<file path="config.mk">
export PLATFORM = sky130hd
export DESIGN_NAME = single_mdu
export DESIGN_NICKNAME = d
export VERILOG_FILES = /design/src/rtl/single_mdu_pkg.sv /design/src/rtl/mdu_divider.sv /design/src/rtl/single_mdu.sv
export SDC_FILE = /design/constraint.sdc
export NUM_CORES = 1
export LEC_CHECK = 0
export ABC_AREA = 0
export BUFFER_PORTS_ARGS = -buffer_cell sky130_fd_sc_hd__buf_4
export CAP_MARGIN = 20
export CORE_AREA = 4 4 164 245
export CTS_CLUSTER_SIZE = 28
export DETAILED_ROUTE_END_ITERATION = 8
export DIE_AREA = 0 0 168 249
export GPL_TIMING_DRIVEN = 0
export REMOVE_ABC_BUFFERS = 1
export SYNTH_ARGS = -nofsm -noshare
export SYNTH_HDL_FRONTEND = slang
export SYNTH_SLANG_ARGS = --single-unit
</file>
<file path="constraint.sdc">
create_clock -name clk -period 7.83 [get_ports clk]
set_clock_uncertainty 0.15 [all_clocks]
set_input_delay 0.783 -clock clk [delete_from_list [all_inputs] [get_ports clk]]
set_output_delay 0.783 -clock clk [all_outputs]
set_load 0.05 [all_outputs]
</file>
<file path="src/rtl/single_mdu_pkg.sv">
// Shared definitions for the single-cycle-issue multiply/divide unit.
// The op encoding, FSM states and datapath constants live here.
package single_mdu_pkg;

    localparam int XLEN       = 32;
    localparam int ITER_COUNT = 32;

    localparam logic [4:0]      CNT_LOAD = 5'(ITER_COUNT - 1);
    localparam logic [XLEN-1:0] DIV0_LO  = 32'hFFFF_FFFF;

    localparam logic [2:0] OP_MULT  = 3'd0;
    localparam logic [2:0] OP_MULTU = 3'd1;
    localparam logic [2:0] OP_DIV   = 3'd2;
    localparam logic [2:0] OP_DIVU  = 3'd3;
    localparam logic [2:0] OP_MTHI  = 3'd4;
    localparam logic [2:0] OP_MTLO  = 3'd5;

    typedef enum logic [1:0] {
        ST_IDLE   = 2'd0,
        ST_CALC   = 2'd1,
        ST_COMMIT = 2'd2
    } state_t;

endpackage

</file>
<file path="src/rtl/mdu_divider.sv">
// One restoring shift-subtract divide step on unsigned magnitudes.
// Exists only in builds with MDU_DIV_EN defined.
`ifdef MDU_DIV_EN
module mdu_divider
    import single_mdu_pkg::*;
(
    input  logic [XLEN-1:0] rem_in,
    input  logic [XLEN-1:0] quo_in,
    input  logic [XLEN-1:0] divisor,
    output logic [XLEN-1:0] rem_out,
    output logic [XLEN-1:0] quo_out
);

    logic [XLEN:0] shifted;
    logic          fits;

    // The partial remainder is always below the divisor, so a successful
    // subtraction always fits back into XLEN bits.
    always_comb begin
        shifted = {rem_in, quo_in[XLEN-1]};
        fits    = (shifted >= {1'b0, divisor});
        rem_out = fits ? (shifted[XLEN-1:0] - divisor) : shifted[XLEN-1:0];
        quo_out = {quo_in[XLEN-2:0], fits};
    end

endmodule
`endif

</file>
<file path="src/rtl/single_mdu.sv">
// Iterative HI/LO multiply/divide unit: 32 radix-2 steps plus one commit cycle.
// Define MDU_DIV_EN to build the DIV/DIVU datapath; otherwise they are no-ops.
module single_mdu
    import single_mdu_pkg::*;
(
    input  logic            clk,
    input  logic            rst,
    input  logic            i_start,
    input  logic [2:0]      i_op,
    input  logic [XLEN-1:0] i_rs,
    input  logic [XLEN-1:0] i_rt,
    output logic            o_busy,
    output logic            o_done,
    output logic [XLEN-1:0] o_hi,
    output logic [XLEN-1:0] o_lo
);

    state_t              state;
    logic [4:0]          count;
    logic                done;
    logic [XLEN-1:0]     hi;
    logic [XLEN-1:0]     lo;

    logic [2*XLEN-1:0]   acc;
    logic [XLEN-1:0]     mcand;
    logic                neg_lo;

    logic                calc_op;
    logic                signed_op;
    logic                accept;
    logic signed [XLEN-1:0] rs_s;
    logic signed [XLEN-1:0] rt_s;
    logic [XLEN-1:0]     rs_mag;
    logic [XLEN-1:0]     rt_mag;

    logic [XLEN:0]       mul_sum;
    logic [2*XLEN-1:0]   acc_next;
    logic [2*XLEN-1:0]   prod;
    logic [XLEN-1:0]     res_hi;
    logic [XLEN-1:0]     res_lo;

`ifdef MDU_DIV_EN
    logic                div_op;
    logic                is_div;
    logic                neg_hi;
    logic                div_zero;
    logic [XLEN-1:0]     rs_raw;
    logic [XLEN-1:0]     div_rem;
    logic [XLEN-1:0]     div_quo;
`endif

    function automatic logic [XLEN-1:0] cond_neg32(input logic [XLEN-1:0] v, input logic neg);
        return neg ? (~v + 32'd1) : v;
    endfunction

    function automatic logic [2*XLEN-1:0] cond_neg64(input logic [2*XLEN-1:0] v, input logic neg);
        return neg ? (~v + 64'd1) : v;
    endfunction

    assign rs_s = i_rs;
    assign rt_s = i_rt;

    always_comb begin
        calc_op   = (i_op == OP_MULT) || (i_op == OP_MULTU);
        signed_op = (i_op == OP_MULT) || (i_op == OP_DIV);
`ifdef MDU_DIV_EN
        div_op    = (i_op == OP_DIV) || (i_op == OP_DIVU);
        if (div_op) calc_op = 1'b1;
`endif
    end

    assign accept = (state == ST_IDLE) && i_start && calc_op;
    assign rs_mag = cond_neg32(i_rs, signed_op && (rs_s < 0));
    assign rt_mag = cond_neg32(i_rt, signed_op && (rt_s < 0));

    // Multiply step: acc = {partial product, remaining multiplier bits}.
    always_comb begin
        mul_sum  = {1'b0, acc[2*XLEN-1:XLEN]} + (acc[0] ? {1'b0, mcand} : {(XLEN+1){1'b0}});
        acc_next = {mul_sum, acc[XLEN-1:1]};
`ifdef MDU_DIV_EN
        if (is_div) acc_next = {div_rem, div_quo};
`endif
    end

`ifdef MDU_DIV_EN
    mdu_divider u_divider (
        .rem_in  (acc[2*XLEN-1:XLEN]),
        .quo_in  (acc[XLEN-1:0]),
        .divisor (mcand),
        .rem_out (div_rem),
        .quo_out (div_quo)
    );
`endif

    // Sign correction applied only on the commit edge.
    always_comb begin
        prod   = cond_neg64(acc, neg_lo);
        res_hi = prod[2*XLEN-1:XLEN];
        res_lo = prod[XLEN-1:0];
`ifdef MDU_DIV_EN
        if (is_div) begin
            if (div_zero) begin
                res_hi = rs_raw;
                res_lo = DIV0_LO;
            end else begin
                res_hi = cond_neg32(acc[2*XLEN-1:XLEN], neg_hi);
                res_lo = cond_neg32(acc[XLEN-1:0], neg_lo);
            end
        end
`endif
    end

    // Operand/iteration datapath: not reset, qualified by the FSM.
    always_ff @(posedge clk) begin
        if (accept) begin
            acc    <= {{XLEN{1'b0}}, rt_mag};
            mcand  <= rs_mag;
            neg_lo <= signed_op && (i_rs[XLEN-1] ^ i_rt[XLEN-1]);
`ifdef MDU_DIV_EN
            is_div   <= div_op;
            neg_hi   <= signed_op && i_rs[XLEN-1];
            div_zero <= (i_rt == '0);
            rs_raw   <= i_rs;
            if (div_op) begin
                acc   <= {{XLEN{1'b0}}, rs_mag};
                mcand <= rt_mag;
            end
`endif
        end else if (state == ST_CALC) begin
            acc <= acc_next;
        end
    end

    always_ff @(posedge clk or posedge rst) begin
        if (rst) begin
            state <= ST_IDLE;
            count <= '0;
            done  <= 1'b0;
            hi    <= '0;
            lo    <= '0;
        end else begin
            done <= 1'b0;
            case (state)
                ST_IDLE: begin
                    if (accept) begin
                        state <= ST_CALC;
                        count <= CNT_LOAD;
                    end else if (i_start && (i_op == OP_MTHI)) begin
                        hi <= i_rs;
                    end else if (i_start && (i_op == OP_MTLO)) begin
                        lo <= i_rs;
                    end
                end
                ST_CALC: begin
                    count <= 5'(count - 5'd1);
                    if (count == 5'd0) state <= ST_COMMIT;
                end
                ST_COMMIT: begin
                    hi    <= res_hi;
                    lo    <= res_lo;
                    done  <= 1'b1;
                    state <= ST_IDLE;
                end
                default: state <= ST_IDLE;
            endcase
        end
    end

    assign o_busy = (state == ST_CALC) || (state == ST_COMMIT);
    assign o_done = done;
    assign o_hi   = hi;
    assign o_lo   = lo;

endmodule

</file>
# Word-level counts from Yosys, hierarchy flattened
# Cells that the tools add are included.
# Widths: inputs -> output; s select.
[totals]
regBits = 169
input_bits = 70
output_inout_bits = 66
word_cells = 71
[op_classes]
add_sub_neg = 5
n_lt_le_gt_ge = 2
eq_ne = 12
mux = 19
n_bitwise = 4
n_reduce_logical = 20
[ops]
columns = ["op", "n"]
rows = [
  ["$mux 32", 10],
  ["$pmux 32 s2", 2],
  ["$add 32x1->32 const B", 2],
  ["$add 64x1->64 const B", 1],
  ["$lt 32x1->1 const B", 2],
  ["$mux 64", 1],
  ["$not 32->32", 2],
  ["$not 64->64", 1],
  ["$add 32x32->33", 1],
  ["$pmux 5 s2", 1],
  ["$logic_and 1x1->1", 7],
  ["$eq 3x3->1 const B", 2],
  ["$ne 2x1->1 const B", 3],
  ["$ne 2x2->1 const B", 3],
  ["$reduce_bool 2->1", 3],
  ["$logic_not 5->1", 1],
  ["$mux 5", 1],
  ["$sub 5x1->5 const B", 1],
  ["$mux 2", 2],
  ["$pmux 2 s2", 1],
  ["$reduce_and 2->1", 2],
  ["$reduce_and 4->1", 1],
  ["$eq 3x1->1 const B", 1],
  ["$eq 3x2->1 const B", 1],
  ["other kinds (8)", 10],
]

# Depth between registers and ports, before layout
# Gate-level depths: netlist (run 1).
[depth]
word_depth = 6
depth_mapped = 12
depth_no_buf = 10

# Worst setup path before layout (run 1)
# OpenSTA, ideal clock, no wires.
[synth_path]
path_kind = "flip-flop to flip-flop"
from = "reg acc[10]"
to = "reg hi[28], in the netlist o_hi[28]"
setup_ns = 0.143
t_arrival_ns = 2.971
slack_ns = 4.566
stages_incl_launch_ff = 10
n_path_buf = 2
synth_period_minus_slack_ns = 3.264
cell_sequence = "edfxtp_1 -> or4_1 -> or4_1 -> buf_2 -> or3_1 -> buf_2 -> or4_4 -> o31ai_4 -> xor2_1 -> o221ai_1"
[synth_via]
elab_chain_cells = 4
[synth_lines]
columns = ["element", "line_no", "rtl"]
rows = [
  ["start: declaration", "single_mdu.sv:24", "logic [2*XLEN-1:0] acc;"],
  ["start signal: assignment", "single_mdu.sv:116", "acc <= {{XLEN{1'b0}}, rt_mag};"],
  ["start signal: assignment", "single_mdu.sv:130", "acc <= acc_next;"],
  ["$not 64->64", "single_mdu.sv:57", "return neg ? (~v + 64'd1) : v;"],
  ["$add 64x1->64", "single_mdu.sv:57", ""],
  ["$mux 64", "single_mdu.sv:57", ""],
  ["$pmux 32 s2", "single_mdu.sv:143", "case (state)"],
  ["end signal: assignment", "single_mdu.sv:149", "hi <= i_rs;"],
  ["end signal: assignment", "single_mdu.sv:159", "hi <= res_hi;"],
  ["end: declaration", "single_mdu.sv:21", "logic [XLEN-1:0] hi;"],
]
# Every way passes these cells.
# A chain may end at the register's enable or synchronous reset.

# Worst setup path in the final report (run 1)
[layout_path]
from = "reg state[1]"
to = "reg acc[3], enable pin"
[layout_via]
elab_chain_cells = 4
[layout_lines]
columns = ["element", "line_no", "rtl"]
rows = [
  ["start: declaration", "single_mdu.sv:18", "state_t state;"],
  ["start signal: assignment", "single_mdu.sv:136", "state <= ST_IDLE;"],
  ["start signal: assignment", "single_mdu.sv:146", "state <= ST_CALC;"],
  ["start signal: assignment", "single_mdu.sv:156", "if (count == 5'd0) state <= ST_COMMIT;"],
  ["$logic_not 2->1", "single_mdu.sv:72", "assign accept = (state == ST_IDLE) && i_start && calc_op;"],
  ["$logic_and 1x1->1 (2 in series)", "single_mdu.sv:72", ""],
  ["$reduce_bool 2->1 (no source line) (*)", "--", ""],
]
# Mark *: on every way between the ends. The rest lies on a longest branch, timed or not.

==> flow_summary.toml, run 1 <==
[clock_tree]
cts_setup_buffers = 0
clk_pin_slew_ns = 0.07
clockBufferDepth = 2
root_buffer = "clkbuf_16"
clock_latency_ns = 0.44
numCtsBuffers = 17
cts_resized = 0
clock_sinks = 169
ctsHtreeMaxLevel = 4
hold_buffers = 0
tritoncts = "yes"

[placed_design]
numPortBuffers = 135
place_inst = 1864
routabilityCongestion = 0.937
hpwlAfterDp_mm = 30.3

[synthesis]
ys.flop_type = "dfrtp_1"
synth_xor_area_frac = 0.108
synth-seq-cells = 169
syn_inst = 1297
synthSimpleGateAreaFrac = 0.197
yosysUniqueCellTypes = 62
avgSynthCellArea_um2 = 8.71
yosysWarnings = 0
synth_top_family_by_area = "compound AO/OA/AOI/OAI gates"
muxShareOfSynthArea = 0.0161
ys_seq_area_frac = 0.389
synthesis.area_um2 = 11300
synthArstFlopShare = 0.426
synthAdderAreaFrac = 0.0461
synth_edf_count = 65
synth_compound_area_frac = 0.212

[power]
internal-power_uw = 2590
vdd_ir_drop_max_mv = 0.219
p_sw_uw = 2510
leakage_uw = 0.00544
swShare = 0.492
p_clk_frac = 0.156
power-per-cell-area_nw_per_um2 = 378
seqPwrFrac = 0.315
p_total_uw = 5100
p_comb_frac = 0.529

[critical_path]
ff2ff_path_depth = 10
path_max_fanout = 60
arrival_ns = 4.44
startpoint_type = "register"
r2r_end = "acc[3]$_DFFE_PP_"
regToRegStartpoint = "state[1]$_DFFE_PP0P_"
crit_start = "state[1]$_DFFE_PP0P_"
critical_path_class = "reg2reg"
ff2ff_setup_slack_ns = 3.45
cp.required_ns = 7.88
endpoint_kind = "register"
crit_end = "acc[3]$_DFFE_PP_"

[final_layout]
syn_to_final_growth_pct = 19.3
layout_common_cells = "nand2_1, buf_4, nor2_1"
finalNonFillerCells = 1898
fin_nets = 1500
drive_above_1_share = 0.140

[grt]
grt_pass1_vias = 10300
grt_pass1_wl_mm = 59.5
track_usage = 0.181
grt_max_degree = 63
grt_overflow_total = 0
antenna_found_initial = 2

[routing]
wirelength_mm = 38.7
vias = 10400
dr.pass1.iters = 5
vias_per_cell = 5.45
wire_per_inst_um = 20.4
drtIter0Drc = 776
ant_nets = 0
drc = 0

[sta]
rsz0062_at_grt = "no"
max_freq_mhz = 228
slew_violations = 0
finalHoldViolations = 0
worst_pin_slew_ns = 1.12
tns_ns = 0
min_period_over_period = 0.560
setup_viol = 0
relSlewSlack = 0.251
fin_crit_ns = 4.38

[die]
die-area_um2 = 41800
fp.dieW_um = 168
coreArea_um2 = 38200
rows = 88
initial_core_util = 0.296
ios = 136
die_y_um = 249

[worst_hold_path]
min_path_type = "in2async"

[run_status]
status = "finished, final reports clean"

[run]
maxCapViolCount = 0
[power groups by stage]
stage | Combinational, uW | Sequential [uW] | Clock, uW
after CTS | 2680 | 1600 | 808
final | 2700 | 1600 | 797
after floorplan | 1270 | 2040 | 0
after global routing | 2910 | 1630 | 843
after detailed placement | 2670 | 1620 | 0
after global placement | 2590 | 1620 | 0
[metrics by stage]
step | setup WS, ns | area [um^2] | util | hold WS [ns]
after floorplan | 3.22 | 11000 | - | 0.330
after global placement | 0.0747 | 12600 | 0.331 | 0.316
after detailed placement | 3.36 | 12900 | 0.338 | 0.321
after CTS | 3.45 | 13400 | 0.352 | 0.0754
after global routing | 3.26 | 13500 | 0.353 | 0.0879
final | 3.45 | 13500 | 0.353 | 0.0885
[critical path: stages (launching register included)]
cell and delay [ns]:
dfrtp_1 0.39, inv_1 0.08, ha_1 0.31, nand2_1 0.12, or3_2 0.42, buf_12 0.29, inv_2 0.21, buf_12 0.24
nor2_1 0.87, inv_1 0.67, buf_16 0.34
[cell type report]
cell class | count | area, um^2
Multi-Input combinational cell | 1033 | 6570
Fill cell | 3863 | 24700
Tap cell | 495 | 619
Clock inverter | 11 | 70.1
Clock buffer | 21 | 460
Antenna cell | 1 | 2.50
Inverter | 22 | 85.1
Timing Repair Buffer | 146 | 1270
Sequential cell | 169 | 4390
[how the worst min path moves through the flow]
| stage | startpoint | to | slack [ns] |
|---|---|---|---|
| final | rst | o_lo[3]$_DFFE_PP0P_ | 0.09 |
| after global routing | rst | o_lo[3]$_DFFE_PP0P_ | 0.09 |
| after CTS | rst | o_lo[3]$_DFFE_PP0P_ | 0.08 |
| after detailed placement | o_lo[9]$_DFFE_PP0P_ | o_lo[9]$_DFFE_PP0P_ | 0.32 |
| after global placement | o_lo[9]$_DFFE_PP0P_ | o_lo[9]$_DFFE_PP0P_ | 0.32 |
| after floorplan | count[0]$_DFFE_PP0P_ | count[0]$_DFFE_PP0P_ | 0.33 |
[cells in the mapped netlist, types with 32 or more instances]
cell type	count	share of area
a21oi_1	72	0.032
and2_1	36	0.020
clkbuf_1	66	0.022
dfrtp_1	72	0.16
dfxtp_1	32	0.057
edfxtp_1	65	0.17
ha_1	40	0.044
nand2_1	135	0.045
nor2_1	131	0.044
o21ai_0	123	0.055
xnor2_1	38	0.029
xor2_1	101	0.078
[sequential cells by signal, indices dropped and copies added, names as in the netlist]
| name | cells |
|---|---|
| acc | 64 |
| state | 2 |
| o_hi | 32 |
| o_lo | 32 |
| o_done | 1 |
| count | 5 |
| mcand | 32 |
| neg_lo | 1 |
[routing by layer]
metal,vias up,global-route usage,wire [um]
li1,4911,-,-
met1,5007,0.201,14700
met2,348,0.334,20400
met3,84,0.0249,1720
met4,2,0.0912,1820
met5,-,0,13
[kinds of logic after synthesis]
logic type	Yosys count
AOI/OAI and AO/OA	372
xor gates and xnor gates	139
adders and majority gates	41
buffers and inverters	95
DFF	169
muxes	18
and+or+nand+nor	463
Power figures use the tool's default switching activity.
==> inputs of run 2 (changes only) <==
- ABC_AREA: 0 -> 1
- CORE_AREA: 4 4 164 245 -> 4 4 179 268
- DIE_AREA: 0 0 168 249 -> 0 0 183 272
- clock period: 7.83 -> 4.35 ns (I/O delays scaled with it)
==> flow_summary.toml, run 2 <==
[synthesis]
ys_seq_area_frac = 0.323
yosysTopAreaCell = "nand2_1"
synth_edf_count = 65
synth_commonest_cells = "nand2_1, nor2_1, inv_1"
synth.most_common_cell = "nand2_1"
ys.flop_type = "dfrtp_1"
syn_inst = 2152
avgSynthCellArea_um2 = 6.31
yosysWarnings = 0
synth-seq-cells = 169
yosys.area.top_type_share = 0.155
synthesis.area_um2 = 13600
synthArstFlopShare = 0.426
synth_area_leaders = "nand2_1, edfxtp_1, dfrtp_1"
yosysUniqueCellTypes = 50

[power]
seqPwrFrac = 0.274
p_total_uw = 11800
leakage_uw = 0.00778
swShare = 0.542
power-per-cell-area_nw_per_um2 = 740
p_sw_uw = 6400
internal-power_uw = 5420
p_comb_frac = 0.598
vdd_ir_drop_max_mv = 0.363
p_clk_frac = 0.128

[critical_path]
critical_path_class = "reg2reg"
arrival_ns = 3.58
cp.required_ns = 4.59
path_max_fanout = 28
startpoint_type = "register"
endpoint_kind = "register"

[final_layout]
utilization = 0.350
largest_register_ffs = 64
regMostFlops = "acc"
fin_nets = 2371
layout_commonest_cell = "nand2_1"
layout_common_cells = "nand2_1, nor2_1, inv_1"
syn_to_final_growth_pct = 17.5
drive_above_1_share = 0.107
fillers = 5055
diodes = 0

[sta]
relSlewSlack = 0.324
setup_viol = 0
fin_crit_ns = 3.34
rsz0062_at_grt = "no"
worst_pin_slew_ns = 1.01
max_freq_mhz = 300
finalHoldViolations = 0
slew_violations = 0
min_period_over_period = 0.767

[die]
rows = 96
fp.dieW_um = 183
ios = 136
coreArea_um2 = 45600
die_y_um = 272
die-area_um2 = 49800
initial_core_util = 0.298

[placed_design]
routabilityCongestion = 0.997
numPortBuffers = 135
hpwlAfterDp_mm = 43.2

[clock_tree]
clk_pin_slew_ns = 0.07
clockBufferDepth = 2
clock_sinks = 169
numCtsBuffers = 17
cts_resized = 0
tritoncts = "yes"
ctsHtreeMaxLevel = 4
root_buffer = "clkbuf_16"
clock_latency_ns = 0.46
cts_setup_buffers = 0

[routing]
vias_per_cell = 4.97
wirelength_mm = 53.1
drc = 0
vias = 14200
ant_nets = 0
dr.pass1.iters = 8
wire_per_inst_um = 18.5
drtIter0Drc = 936

[grt]
grt_pass1_vias = 13900
track_usage = 0.210
antenna_found_initial = 0
grt_overflow_total = 0
grt_max_degree = 61
grt_pass1_wl_mm = 80.3

[run_status]
status = "finished, final reports clean"

[worst_hold_path]
min_path_type = "in2reg"

[run]
maxCapViolCount = 0
==> run 2: changes by cell type after synthesis, sizes merged, moves of 33 or more <==
cell    delta
xor2      -45
clkbuf    -33
xnor2     -35
nand3    +179
nand2    +437
and2      -34
inv      +301
nor2     +257
a21oi     +50
==> run 2: critical path, stage by stage, from the launching register on <==
cell and delay (ns):
edfxtp_1 1.02, buf_16 0.25, buf_16 0.19, clkinv_1 0.68
o21bai_4 0.51, nand4_1 0.10, nand3_1 0.16, a21oi_1 0.17
==> run 2: area by class of cell <==
cell class | count | area [um^2] | area share
inverter | 325 | 1230 | 0.0768
clock buffer | 18 | 450 | 0.0282
tap | 588 | 736 | 0.0461
clock inverter | 14 | 111 | 0.00697
sequential | 169 | 4390 | 0.275
timing repair buffer | 149 | 1330 | 0.0834
multi-input combinational | 1598 | 7720 | 0.483
==> run 2: logic make-up (layout without fill, tap and decap cells) <==
kind of cell | after synthesis | count (layout) | synth area share
simple gates | 1230 | 1230 | 0.383
buf+inv | 385 | 506 | 0.110
compound gates | 268 | 268 | 0.107
flops | 169 | 169 | 0.323
xor+xnor | 59 | 59 | 0.0380
fa+ha+maj | 41 | 41 | 0.0383
==> run 2: per-stage QoR <==
| stage | setup WS (ns) | area, um^2 | TNS [ns] | hold slack [ns] | instances |
|---|---|---|---|---|---|
| after floorplan | 0.496 | 13300 | 0 | 0.328 | 2092 |
| after global placement | -2.24 | 15100 | -214.45 | 0.328 | 2815 |
| after detailed placement | 0.580 | 15300 | 0 | 0.245 | 2825 |
| after CTS | 0.617 | 15900 | 0 | 0.0123 | 2858 |
| after global routing | 0.599 | 16000 | 0 | 0.0140 | 2861 |
| final | 1.01 | 16000 | 0 | 0.0253 | 2861 |
==> run 2: layer usage <==
metal	track usage	vias up	part of all wire
li1	-	7059	-
met1	0.225	6536	0.37
met2	0.385	479	0.52
met3	0.0248	154	0.038
met4	0.134	0	0.075
met5	0	-	0
==> run 2: timing repair <==
item	4_1_cts	5_1_grt
hold endpoints to repair	15	0
endpoints found under the setup margin	0	0
hold buffers	1	0
==> run 2: final timing paths <==
check / slack (ns) / start / endpoint / depth (start not counted)
worst max-delay path: 1.01 / neg_lo$_DFFE_PP_ / o_hi[24]$_DFFE_PP0P_ / 7
worst min-delay path: 0.03 / i_rs[0] / mcand[0]$_DFFE_PP_ / 1
worst max register to register: 1.01 / neg_lo$_DFFE_PP_ / o_hi[24]$_DFFE_PP0P_ / 7
worst min register to register: 0.34 / o_lo[9]$_DFFE_PP0P_ / o_lo[9]$_DFFE_PP0P_ / 2
max in group asynchronous: 3.07 / rst / o_lo[28]$_DFFE_PP0P_ / 4
min in group asynchronous: 0.32 / rst / o_hi[5]$_DFFE_PP0P_ / 3
==> run 2: power groups by stage <==
stage               logic [uW]  clock network, uW  registers (uW)
finish                    7070               1510            3240
global route              7830               1590            3330
CTS                       7010               1520            3230
detailed placement        6970                  0            3250
global placement          6770                  0            3290
floorplan                 3780                  0            4000
